[config.mk]
export PLATFORM = sky130hd
export DESIGN_NAME = reset_sequencer
export DESIGN_NICKNAME = d
export VERILOG_FILES = /design/src/rtl/reset_sequencer.sv
export SDC_FILE = /design/constraint.sdc
export NUM_CORES = 1
export LEC_CHECK = 0
export BUFFER_PORTS_ARGS = -buffer_cell sky130_fd_sc_hd__buf_2
export CAP_MARGIN = 10
export CORE_MARGIN = 4
export CORE_UTILIZATION = 55
export CTS_BUF_LIST = sky130_fd_sc_hd__clkbuf_4 sky130_fd_sc_hd__clkbuf_8 sky130_fd_sc_hd__clkbuf_16
export DETAILED_ROUTE_END_ITERATION = 8
export GPL_ROUTABILITY_DRIVEN = 0
export PLACE_DENSITY = 0.78
export REMOVE_ABC_BUFFERS = 1
export SKIP_LAST_GASP = 1
export SYNTH_ARGS = -nofsm -noshare
export SYNTH_HDL_FRONTEND = slang
export SYNTH_SLANG_ARGS = --single-unit
[constraint.sdc]
create_clock -name clk_i -period 3.9 [get_ports clk_i]
set_input_delay 0.195 -clock clk_i [delete_from_list [all_inputs] [get_ports clk_i]]
set_output_delay 0.195 -clock clk_i [all_outputs]
set_load 0.05 [all_outputs]
[src/rtl/reset_sequencer.sv]
// reset_sequencer: releases NUM_STAGES subsystem resets one at a time, each after a delay and an init-done ack.
// Optional DONE-state ack monitor: define RESET_SEQ_ACK_MONITOR_EN.
`default_nettype none

module reset_sequencer #(
  parameter int NUM_STAGES  = 3,
  parameter int HOLD_CYCLES = 8,
  parameter int STAGE_DLY   = 4,
  parameter int ACK_TIMEOUT = 64
) (
  input  logic                  clk_i,
  input  logic                  rst_i,
  input  logic                  sw_rst_req_i,
  input  logic [NUM_STAGES-1:0] stage_ack_i,
  output logic [NUM_STAGES-1:0] stage_rst_o,
  output logic [2:0]            stage_idx_o,
  output logic                  seq_done_o,
  output logic                  seq_err_o
);

  localparam int MAX_HD  = (HOLD_CYCLES > STAGE_DLY) ? HOLD_CYCLES : STAGE_DLY;
  localparam int MAX_CNT = (MAX_HD > ACK_TIMEOUT) ? MAX_HD : ACK_TIMEOUT;
  localparam int CW      = $clog2(MAX_CNT + 1);

  localparam logic [CW-1:0] HOLD_LAST = CW'(HOLD_CYCLES - 1);
  localparam logic [CW-1:0] DLY_LAST  = CW'(STAGE_DLY - 1);
  localparam logic [CW-1:0] TO_LAST   = CW'(ACK_TIMEOUT - 1);
  localparam logic [2:0]    LAST_IDX  = 3'(NUM_STAGES - 1);

  typedef enum logic [2:0] {
    S_HOLD     = 3'd0,
    S_DELAY    = 3'd1,
    S_WAIT_ACK = 3'd2,
    S_DONE     = 3'd3,
    S_ERROR    = 3'd4
  } state_t;

  state_t                state, state_nxt;
  logic [CW-1:0]         cnt, cnt_nxt;
  logic [2:0]            idx, idx_nxt;
  logic [NUM_STAGES-1:0] rst_vec, rst_vec_nxt;
  logic                  done, done_nxt;
  logic                  err, err_nxt;
  logic                  ack_cur;
  logic                  ack_all;
  logic [2:0]            low_idx;

  always_ff @(posedge clk_i) begin
    if (rst_i) begin
      state   <= S_HOLD;
      cnt     <= '0;
      idx     <= 3'd0;
      rst_vec <= '1;
      done    <= 1'b0;
      err     <= 1'b0;
    end else begin
      state   <= state_nxt;
      cnt     <= cnt_nxt;
      idx     <= idx_nxt;
      rst_vec <= rst_vec_nxt;
      done    <= done_nxt;
      err     <= err_nxt;
    end
  end

  // Only the ack of the stage currently being sequenced matters; higher stages are not yet released.
  always_comb begin
    ack_cur = 1'b0;
    low_idx = 3'd0;
    for (int i = 0; i < NUM_STAGES; i++) begin
      if (int'(idx) == i) ack_cur = stage_ack_i[i];
    end
    for (int i = NUM_STAGES - 1; i >= 0; i--) begin
      if (!stage_ack_i[i]) low_idx = 3'(i);
    end
    ack_all = &stage_ack_i;
  end

  always_comb begin
    state_nxt   = state;
    cnt_nxt     = cnt;
    idx_nxt     = idx;
    rst_vec_nxt = rst_vec;
    done_nxt    = done;
    err_nxt     = err;

    if (sw_rst_req_i) begin
      cnt_nxt = '0;
      if (state != S_HOLD) begin
        state_nxt   = S_HOLD;
        idx_nxt     = 3'd0;
        rst_vec_nxt = '1;
        done_nxt    = 1'b0;
      end
    end else begin
      case (state)
        S_HOLD: begin
          if (cnt == HOLD_LAST) begin
            state_nxt = S_DELAY;
            idx_nxt   = 3'd0;
            cnt_nxt   = '0;
          end else begin
            cnt_nxt = cnt + CW'(1);
          end
        end

        S_DELAY: begin
          if (cnt == DLY_LAST) begin
            for (int i = 0; i < NUM_STAGES; i++) begin
              if (int'(idx) == i) rst_vec_nxt[i] = 1'b0;
            end
            state_nxt = S_WAIT_ACK;
            cnt_nxt   = '0;
          end else begin
            cnt_nxt = cnt + CW'(1);
          end
        end

        // Timeout is tested before the ack so a coincident ack loses.
        S_WAIT_ACK: begin
          if (cnt == TO_LAST) begin
            state_nxt   = S_ERROR;
            rst_vec_nxt = '1;
            err_nxt     = 1'b1;
            done_nxt    = 1'b0;
          end else if (ack_cur) begin
            cnt_nxt = '0;
            if (idx == LAST_IDX) begin
              state_nxt   = S_DONE;
              done_nxt    = 1'b1;
              rst_vec_nxt = '0;
            end else begin
              state_nxt = S_DELAY;
              idx_nxt   = idx + 3'd1;
            end
          end else begin
            cnt_nxt = cnt + CW'(1);
          end
        end

        S_DONE: begin
`ifdef RESET_SEQ_ACK_MONITOR_EN
          if (!ack_all) begin
            state_nxt   = S_HOLD;
            cnt_nxt     = '0;
            idx_nxt     = low_idx;
            rst_vec_nxt = '1;
            done_nxt    = 1'b0;
            err_nxt     = 1'b1;
          end
`else
          state_nxt = S_DONE;
`endif
        end

        S_ERROR: begin
          state_nxt = S_ERROR;
        end

        default: begin
          state_nxt   = S_HOLD;
          cnt_nxt     = '0;
          idx_nxt     = 3'd0;
          rst_vec_nxt = '1;
          done_nxt    = 1'b0;
        end
      endcase
    end
  end

`ifndef RESET_SEQ_ACK_MONITOR_EN
  // Without the monitor, the lowest-failing-index search and all-ack reduction have no consumer.
  logic unused_monitor;
  assign unused_monitor = ack_all ^ (^low_idx);
`endif

  assign stage_rst_o = rst_vec;
  assign stage_idx_o = idx;
  assign seq_done_o  = done;
  assign seq_err_o   = err;

endmodule

`default_nettype wire

==> Word level (Yosys, flattened, before mapping) <==
Index checks and enable logic that the tools add are counted.
{ "totals": {"input_bits": 6, "ram_bits": 0, "mem_count": 0, "latch_bits": 0, "ff_bits": 18, "romBits": 0} }
{ "classes": {"n_shift": 0, "bitwise_logic": 2, "n_reduce_logical": 16, "muxes": 38, "div": 0, "addsub": 2, "magnitude_cmp": 0, "n_eq_ne": 25, "mul": 0} }
{ "op_table": {"columns": ["cell", "count"], "rows": [
  ["two-way mux 3 bit", 17],
  ["two-way mux 7 bit", 4],
  ["one-hot mux 7 bit (4 select lines)", 1],
  ["inequality test 3 bit, second input constant", 8],
  ["AND reduction 6 bit", 4],
  ["one-hot mux 3 bit (3 select lines)", 2],
  ["one-hot mux 3 bit (5 select lines)", 1],
  ["equality test 3 x 2 -> 1 bit, second input constant", 4],
  ["two-way mux 1 bit", 11],
  ["inequality test 2 x 1 -> 1 bit, second input constant", 4],
  ["inequality test 4 bit, second input constant", 2],
  ["AND reduction 4 bit", 2],
  ["adder 7 x 1 -> 7 bit, second input constant", 1],
  ["equality test 7 x 2 -> 1 bit, second input constant", 1],
  ["equality test 7 x 3 -> 1 bit, second input constant", 1],
  ["equality test 7 x 6 -> 1 bit, second input constant", 1],
  ["equality test 3 bit, second input constant", 2],
  ["zero test 3 bit", 2],
  ["OR reduction 3 bit", 2],
  ["OR reduction 2 bit", 2],
  ["OR reduction 4 bit", 1],
  ["adder 3 x 1 -> 3 bit, second input constant", 1],
  ["equality test 3 x 1 -> 1 bit, second input constant", 1],
  ["AND reduction 3 bit", 1],
  ["other kinds (6)", 7]
]} }

==> Longest topological paths before layout <==
Gate-level depths: netlist of run 1.
{ "logic_depth": {"depth_word": 8, "mapped_depth": 7, "depth_no_buf": 7} }

==> Worst setup path after synthesis of run 1 <==
No wires, ideal clock.
{ "synth_timing": {"path_type": "register to register", "from": "register idx[1], in the netlist stage_idx_o[1]", "to": "register state[0]", "stages_incl_launch_ff": 8, "setup_time_ps": 86, "path_slack_ps": 1630, "synth_period_minus_slack_ps": 2270, "arrival_ps": 2184, "path_cell_list": "dfxtp_1 inv_1 ha_1 nand3b_1 a221o_1 a311oi_1 a21oi_1 a211oi_1"} }
{ "synth_between": {"elab_chain_len": 6, "elab_cells_between_ends": 8} }
{ "synth_rtl": {"columns": ["element", "line", "rtl"], "rows": [
  ["start, declared", "40", "logic [2:0] idx, idx_nxt;"],
  ["start signal, assigned", "59", "idx <= idx_nxt;"],
  ["zero test 3 bit", "71", "if (int'(idx) == i) ack_cur = stage_ack_i[i];"],
  ["two-way mux 1 bit (2 in series)", "71", null],
  ["two-way mux 1 bit *", "71", null],
  ["inequality test 4 bit (no line) *", null, null],
  ["AND reduction 4 bit (no line) *", null, null],
  ["end signal, assigned", "57", "state <= state_nxt;"],
  ["end, declared", "38", "state_t state, state_nxt;"]
]} }
Every way passes the cells marked *; elsewhere a longest branch is shown, timed or not.
A chain may end at the register's enable or synchronous reset.

==> Worst setup path in the final report of run 1 <==
{ "layout_timing": {"from": "register cnt[0]", "to": "register cnt[3]"} }
{ "layout_between": {"elab_chain_len": 4, "elab_cells_between_ends": 11} }
{ "layout_rtl": {"columns": ["element", "line", "rtl"], "rows": [
  ["start, declared", "39", "logic [CW-1:0] cnt, cnt_nxt;"],
  ["start signal, assigned", "58", "cnt <= cnt_nxt;"],
  ["adder 7 x 1 -> 7 bit", "103, 115, 137", null],
  ["two-way mux 7 bit", "126", "end else if (ack_cur) begin"],
  ["two-way mux 7 bit", "121", "if (cnt == TO_LAST) begin"],
  ["one-hot mux 7 bit (4 select lines)", "96", "case (state)"]
]} }
Several ways; a longest one is shown, not always the timed one. The select of a mux whose other input is x is not followed.

==> results of run 1 <==
[cell families (layout without fill, tap and decap cells)]
family / after synthesis / after routing / share of synthesized area, %
flops: 18 / 18 / 29.6
fa+ha+maj: 5 / 5 / 5.14
simple gates: 66 / 66 / 28.1
buf+inv: 16 / 23 / 5.76
compound gates: 56 / 56 / 30.7
xor+xnor: 1 / 1 / 0.720
[through the flow]
step | area (sq um) | worst slack, ps
detailed placement | 1270 | 1770
finish | 1300 | 1700
global route | 1300 | 1530
CTS | 1300 | 1740
floorplan | 1170 | 1620
global placement | 1270 | 1820
[metal layers]
| layer | up-vias | routed length (microns) | share of wire [%] |
|---|---|---|---|
| met1 | 570 | 1300 | 47 |
| met2 | 58 | 1190 | 43 |
| met5 | - | 0 | 0 |
| li1 | 613 | - | - |
| met3 | 7 | 233 | 8.4 |
| met4 | 0 | 53 | 1.9 |
[placed cells by master (no fill, tap or decap), types with 2 or more instances in the layout]
cell      count
nand2b_1      5
a21oi_1      14
a22oi_1       2
a211oi_1      2
inv_1         6
o31ai_1       2
nand3_1       8
ha_1          5
dfxtp_1      18
or3_1         2
o211ai_1      3
buf_2        13
or2_2         5
a22o_1        4
nand2_1      14
nor2b_1       4
a211o_1       2
a31oi_1       5
nand3b_1      3
nor3_1        3
nor2_1       15
o21ai_0      11
clkbuf_4      3
[synth_stat cells (all sizes together) (2+ instances only)]
cell type / count
a21oi: 14
inv: 6
a22o: 4
ha: 5
nand2: 14
o21ai: 12
a211oi: 2
nand3b: 3
buf: 3
nand3: 8
nand2b: 5
o31ai: 2
or3: 2
o211ai: 3
clkbuf: 7
dfxtp: 18
nor2b: 4
a31oi: 5
nor3: 3
nor2: 15
or2: 6
a211o: 2
a22oi: 2
[path summary, 6_finish.rpt]
| path | endpoint | depth (start not counted) | start | slack [ps] |
|---|---|---|---|---|
| min reg2reg | seq_done_o$_SDFFE_PP0P_ | 2 | seq_done_o$_SDFFE_PP0P_ | 470 |
| min | stage_idx_o[1]$_SDFFE_PP0P_ | 2 | rst_i | 170 |
| max | cnt[3]$_SDFFE_PP0P_ | 6 | cnt[0]$_SDFFE_PP0P_ | 1700 |
| max reg2reg | cnt[3]$_SDFFE_PP0P_ | 6 | cnt[0]$_SDFFE_PP0P_ | 1700 |
[area by class of cell]
| class | instances | area (sq um) |
|---|---|---|
| Fill cell | 181 | 718 |
| Multi-Input combinational cell | 128 | 786 |
| Clock buffer | 4 | 36.3 |
| Inverter | 6 | 22.5 |
| Tap cell | 27 | 33.8 |
| Timing Repair Buffer | 13 | 65.1 |
| Sequential cell | 18 | 360 |
[registers in the layout, indices dropped and copies added (netlist names)]
register and flops:
seq_err_o 1, cnt 7, stage_idx_o 3, state 3, seq_done_o 1, stage_rst_o 3
[critical path: cells and delay by family (launching register included)]
| family | cells | cell delay (ps) |
|---|---|---|
| AOI/OAI and AO/OA | 3 | 820 |
| and+or+nand+nor | 2 | 690 |
| DFF | 1 | 400 |
| adders and majority gates | 1 | 240 |
[power by group]
group          total (mW)  internal, mW  switching (mW)  leakage, nW
sequential          0.199         0.190         0.00900        0.146
clock               0.117        0.0570          0.0597       0.0210
combinational      0.0585        0.0204          0.0381        0.308
==> results.json, run 1 <==
{
  "grt_use_met2_pct": 32.9,
  "hold_violations": 0,
  "period_needed_ps": 2200,
  "crit_chain": "ha_1, nor2b_1, a21oi_1, o21ai_1, nor2b_1, a22o_1",
  "drtIter0Drc": 48,
  "critPathRequiredTime_ps": 4150,
  "cts_made_buffers": 3,
  "fin_skew_ps": 2.63,
  "grt_start_max_net_pins": 22,
  "seq_area_frac_synth_pct": 29.6,
  "viasPerCell": 6.37,
  "setup_tns_ps": 0,
  "syn_avg_cell_area_sq_um": 7.51,
  "slowest_stage": "o21ai_1",
  "maxCapViolCount": 0,
  "rsz0062_at_grt": "no",
  "synthTopCellsByArea": "dfxtp_1, a21oi_1, ha_1",
  "worst_path_most_repeated_cell": "nor2b_1",
  "grt_use_met3_pct": 3.22,
  "drive_above_1_share_pct": 14.2,
  "synth_warnings": 0,
  "slew_headroom_pct": 52.7,
  "cellPowerDensity_mw_per_mm2": 287,
  "p_total_mw": 0.374,
  "fmaxAchievable_mhz": 455,
  "synth-edff-count": 0,
  "layout.cells.non_filler": 196,
  "arrival_ps": 2450,
  "synth_top_area_share_pct": 29.6,
  "synth_area_sq_mm": 0.00122,
  "crit_type": "flop to flop",
  "rows": 16,
  "drt_wl_total_microns": 2780,
  "hpwlAfterDp_microns": 2000,
  "drtAntennaViolNets": 0,
  "whs_ps": 171,
  "leakage_nw": 0.474,
  "route.detailed.drc": 0,
  "final_util_pct": 64.5,
  "coreArea_sq_mm": 0.00202,
  "nets": 181,
  "dp.cells": 192,
  "grt_util_all_layers_pct": 20.6,
  "ys_seq_elements": 18,
  "grt.busiest_layer": "met2",
  "clock_latency_ps": 300,
  "cts-hold-fix-buffers": 0,
  "htree_levels": 1,
  "overflow": 0,
  "num_io_pins": 14,
  "yosys_most_used_dff": "dfxtp_1",
  "end_kind": "flop",
  "cts_tree": "built",
  "root_buffer": "clkbuf_4",
  "dieWidth_microns": 55.0,
  "cpPeakStageDelay_ps": 480,
  "cts-resized-gates": 0,
  "antenna_found_initial": 0,
  "use_met1_pct": 27.6,
  "cp_max_fo": 8,
  "drt-pass1-iter-count": 4,
  "status": "finished clean",
  "num_vias": 1248,
  "cp-start-kind": "flop",
  "clk_pin_slew_ps": 100,
  "hold_class": "input port to flop",
  "post-cts-setup-buffers": 0,
  "async_flop_share_pct": 0,
  "port-buffer-count": 13,
  "ir_drop_mv": 0.180,
  "grt_pass1_wl_microns": 4620,
  "finalCritPeriodShare_pct": 56.4,
  "yosys.area.top_type": "dfxtp_1",
  "setup_viol": 0,
  "wl_per_cell_microns": 14.2,
  "fp.dieH_microns": 55.0,
  "tightest_slew_ps": 699,
  "drv_slew": 0,
  "antenna_cells": 0,
  "synth_cell_types": 43,
  "cts_sinks": 18,
  "synthCells": 162,
  "die-area_sq_mm": 0.00303,
  "area_growth_pct": 7.20,
  "cts.path.max_buffers": 2,
  "grt_pass1_vias": 1077,
  "initial_utilization_pct": 60.1
}
No activity file was read; power rests on OpenSTA's default activity.
==> inputs of run 2 (changes only) <==
Settings changed: CORE_UTILIZATION 55 to 51, PLACE_DENSITY 0.78 to 0.76.
Clock period 3.9 ns to 1.9 ns, I/O delays scaled along.
==> run 2 against run 1 <==
Compared with the run above:
- critical path depth grew 4
- hold slack lost 110 ps
- design area grew 30%
- routed wire length grew 50%
- flip-flop and latch count is the same
- the run now ends with negative setup slack left
- maximum frequency grew 11%
- clock power grew 69%
- via count grew 21%
- largest power group unchanged
- utilization grew 12 points
- largest cell class unchanged
- register-to-register slack lost 1800 ps
==> results.json, run 2 (synthesis gave the netlist of run 1 again) <==
{
  "status": "finished with violations",
  "violations": "negative setup slack",
  "port-buffer-count": 13,
  "rows": 17,
  "num_io_pins": 14,
  "largest_register": "cnt",
  "worst_slack_ps": -85.6,
  "final_common_cell": "buf_4",
  "clk_pin_slew_ps": 110,
  "fmaxAchievable_mhz": 504,
  "holdPathStages": 2,
  "viasPerCell": 6.53,
  "hold_class": "input port to flop",
  "layout_common_cells": "buf_4, nand2_1, nor2_1",
  "drtIter0Drc": 148,
  "antenna_found_initial": 0,
  "drt_wl_total_microns": 4170,
  "p_total_mw": 0.785,
  "finalCritPeriodShare_pct": 105,
  "min-delay-start": "rst_i",
  "end_kind": "flop",
  "grt_pass1_vias": 1377,
  "root_buffer": "clkbuf_4",
  "grt_util_all_layers_pct": 22.9,
  "largest_register_ffs": 7,
  "leakage_nw": 0.690,
  "overflow": 0,
  "setup_tns_ps": -555,
  "cp_max_fo": 3,
  "slew_headroom_pct": 69.2,
  "cts.path.max_buffers": 2,
  "cellPowerDensity_mw_per_mm2": 462,
  "drtAntennaViolNets": 0,
  "ir_drop_mv": 0.449,
  "rsz0062_at_grt": "yes",
  "fp.dieH_microns": 56.8,
  "crit_start": "stage_idx_o[1]$_SDFFE_PP0P_",
  "wl_per_cell_microns": 18.0,
  "clock_latency_ps": 300,
  "coreArea_sq_mm": 0.00223,
  "maxCapViolCount": 0,
  "arrival_ps": 2170,
  "cts_sinks": 18,
  "fin_skew_ps": 10.3,
  "setup_viol": 10,
  "critPathRequiredTime_ps": 2090,
  "initial_utilization_pct": 54.5,
  "cts_tree": "built",
  "cts-hold-fix-buffers": 0,
  "route.detailed.drc": 0,
  "hold_violations": 0,
  "nets": 217,
  "dieWidth_microns": 56.8,
  "rr_worst_depth": 10,
  "timing.rr.start": "stage_idx_o[1]$_SDFFE_PP0P_",
  "grt_pass1_wl_microns": 6010,
  "area_growth_pct": 39.7,
  "num_vias": 1515,
  "htree_levels": 1,
  "antenna_cells": 0,
  "final_util_pct": 76.1,
  "drt-pass1-iter-count": 7,
  "tightest_slew_ps": 459,
  "hpwlAfterDp_microns": 2440,
  "cts_made_buffers": 3,
  "period_needed_ps": 1990,
  "grt_start_max_net_pins": 12,
  "die-area_sq_mm": 0.00323,
  "drv_slew": 0,
  "cp-start-kind": "flop",
  "drive_above_1_share_pct": 42.6,
  "crit_type": "flop to flop"
}
-- run 2: changes by cell type in the layout (fill, tap and decap cells not counted), moves of 3 or more --
cell and change:
buf_4 +34, dfxtp_2 +5, dfxtp_1 -5, ha_1 -4, ha_4 +3
-- run 2: repair_timing --
item / 4_1_cts / 5_1_grt
setup endpoints to repair: 7 / 15
gates resized for setup: 9 / 26
setup buffers: 4 / 1
pin swaps: 10 / 9
-- run 2: area by class of cell --
| cell class | count | area (sq um) |
|---|---|---|
| Multi-Input combinational cell | 128 | 910 |
| Fill cell | 152 | 534 |
| Sequential cell | 18 | 367 |
| Timing Repair Buffer | 49 | 343 |
| Tap cell | 28 | 35.0 |
| Clock buffer | 3 | 22.5 |
| Inverter | 6 | 22.5 |
-- run 2: critical path, cell delays in order, from the launching register on --
cell      delay (ps)
dfxtp_2          350
inv_2             80
buf_6            100
ha_4             110
nand3b_1         120
buf_4            170
a221oi_2         300
buf_4            200
o31ai_2           80
nor2b_4          150
a22o_1           200
-- run 2: where the power goes --
| group | internal (mW) | switching [mW] |
|---|---|---|
| Clock | 0.0739 | 0.124 |
| Combinational | 0.0752 | 0.110 |
| Sequential | 0.390 | 0.0117 |
-- run 2: metal layers --
layer | track usage, % | up-vias | part of all wire, %
li1 | - | 683 | -
met1 | 29.4 | 679 | 37
met3 | 4.37 | 24 | 11
met5 | 0 | - | 0
met4 | 10.3 | 0 | 5.3
met2 | 37.0 | 129 | 46
-- run 2: metrics by stage --
step / hold WS (ps) / setup slack (ps) / instance area [sq um] / std cells
finish: 57.1 / -85.6 / 1700 / 232
global route: 65.7 / -161 / 1700 / 232
CTS: 49.1 / -30.3 / 1590 / 231
detailed placement: 376 / -65.5 / 1500 / 224
global placement: 369 / -6.25 / 1500 / 224
floorplan: 164 / -376 / 1170 / 152
-- run 2: final timing paths --
| check | end | slack (ps) |
|---|---|---|
| worst min-delay path | stage_idx_o[1]$_SDFFE_PP0P_ | 60 |
| worst max-delay path | cnt[4]$_SDFFE_PP0P_ | -90 |
| worst max register to register | cnt[4]$_SDFFE_PP0P_ | -90 |
| worst min register to register | seq_err_o$_SDFFE_PP0P_ | 490 |
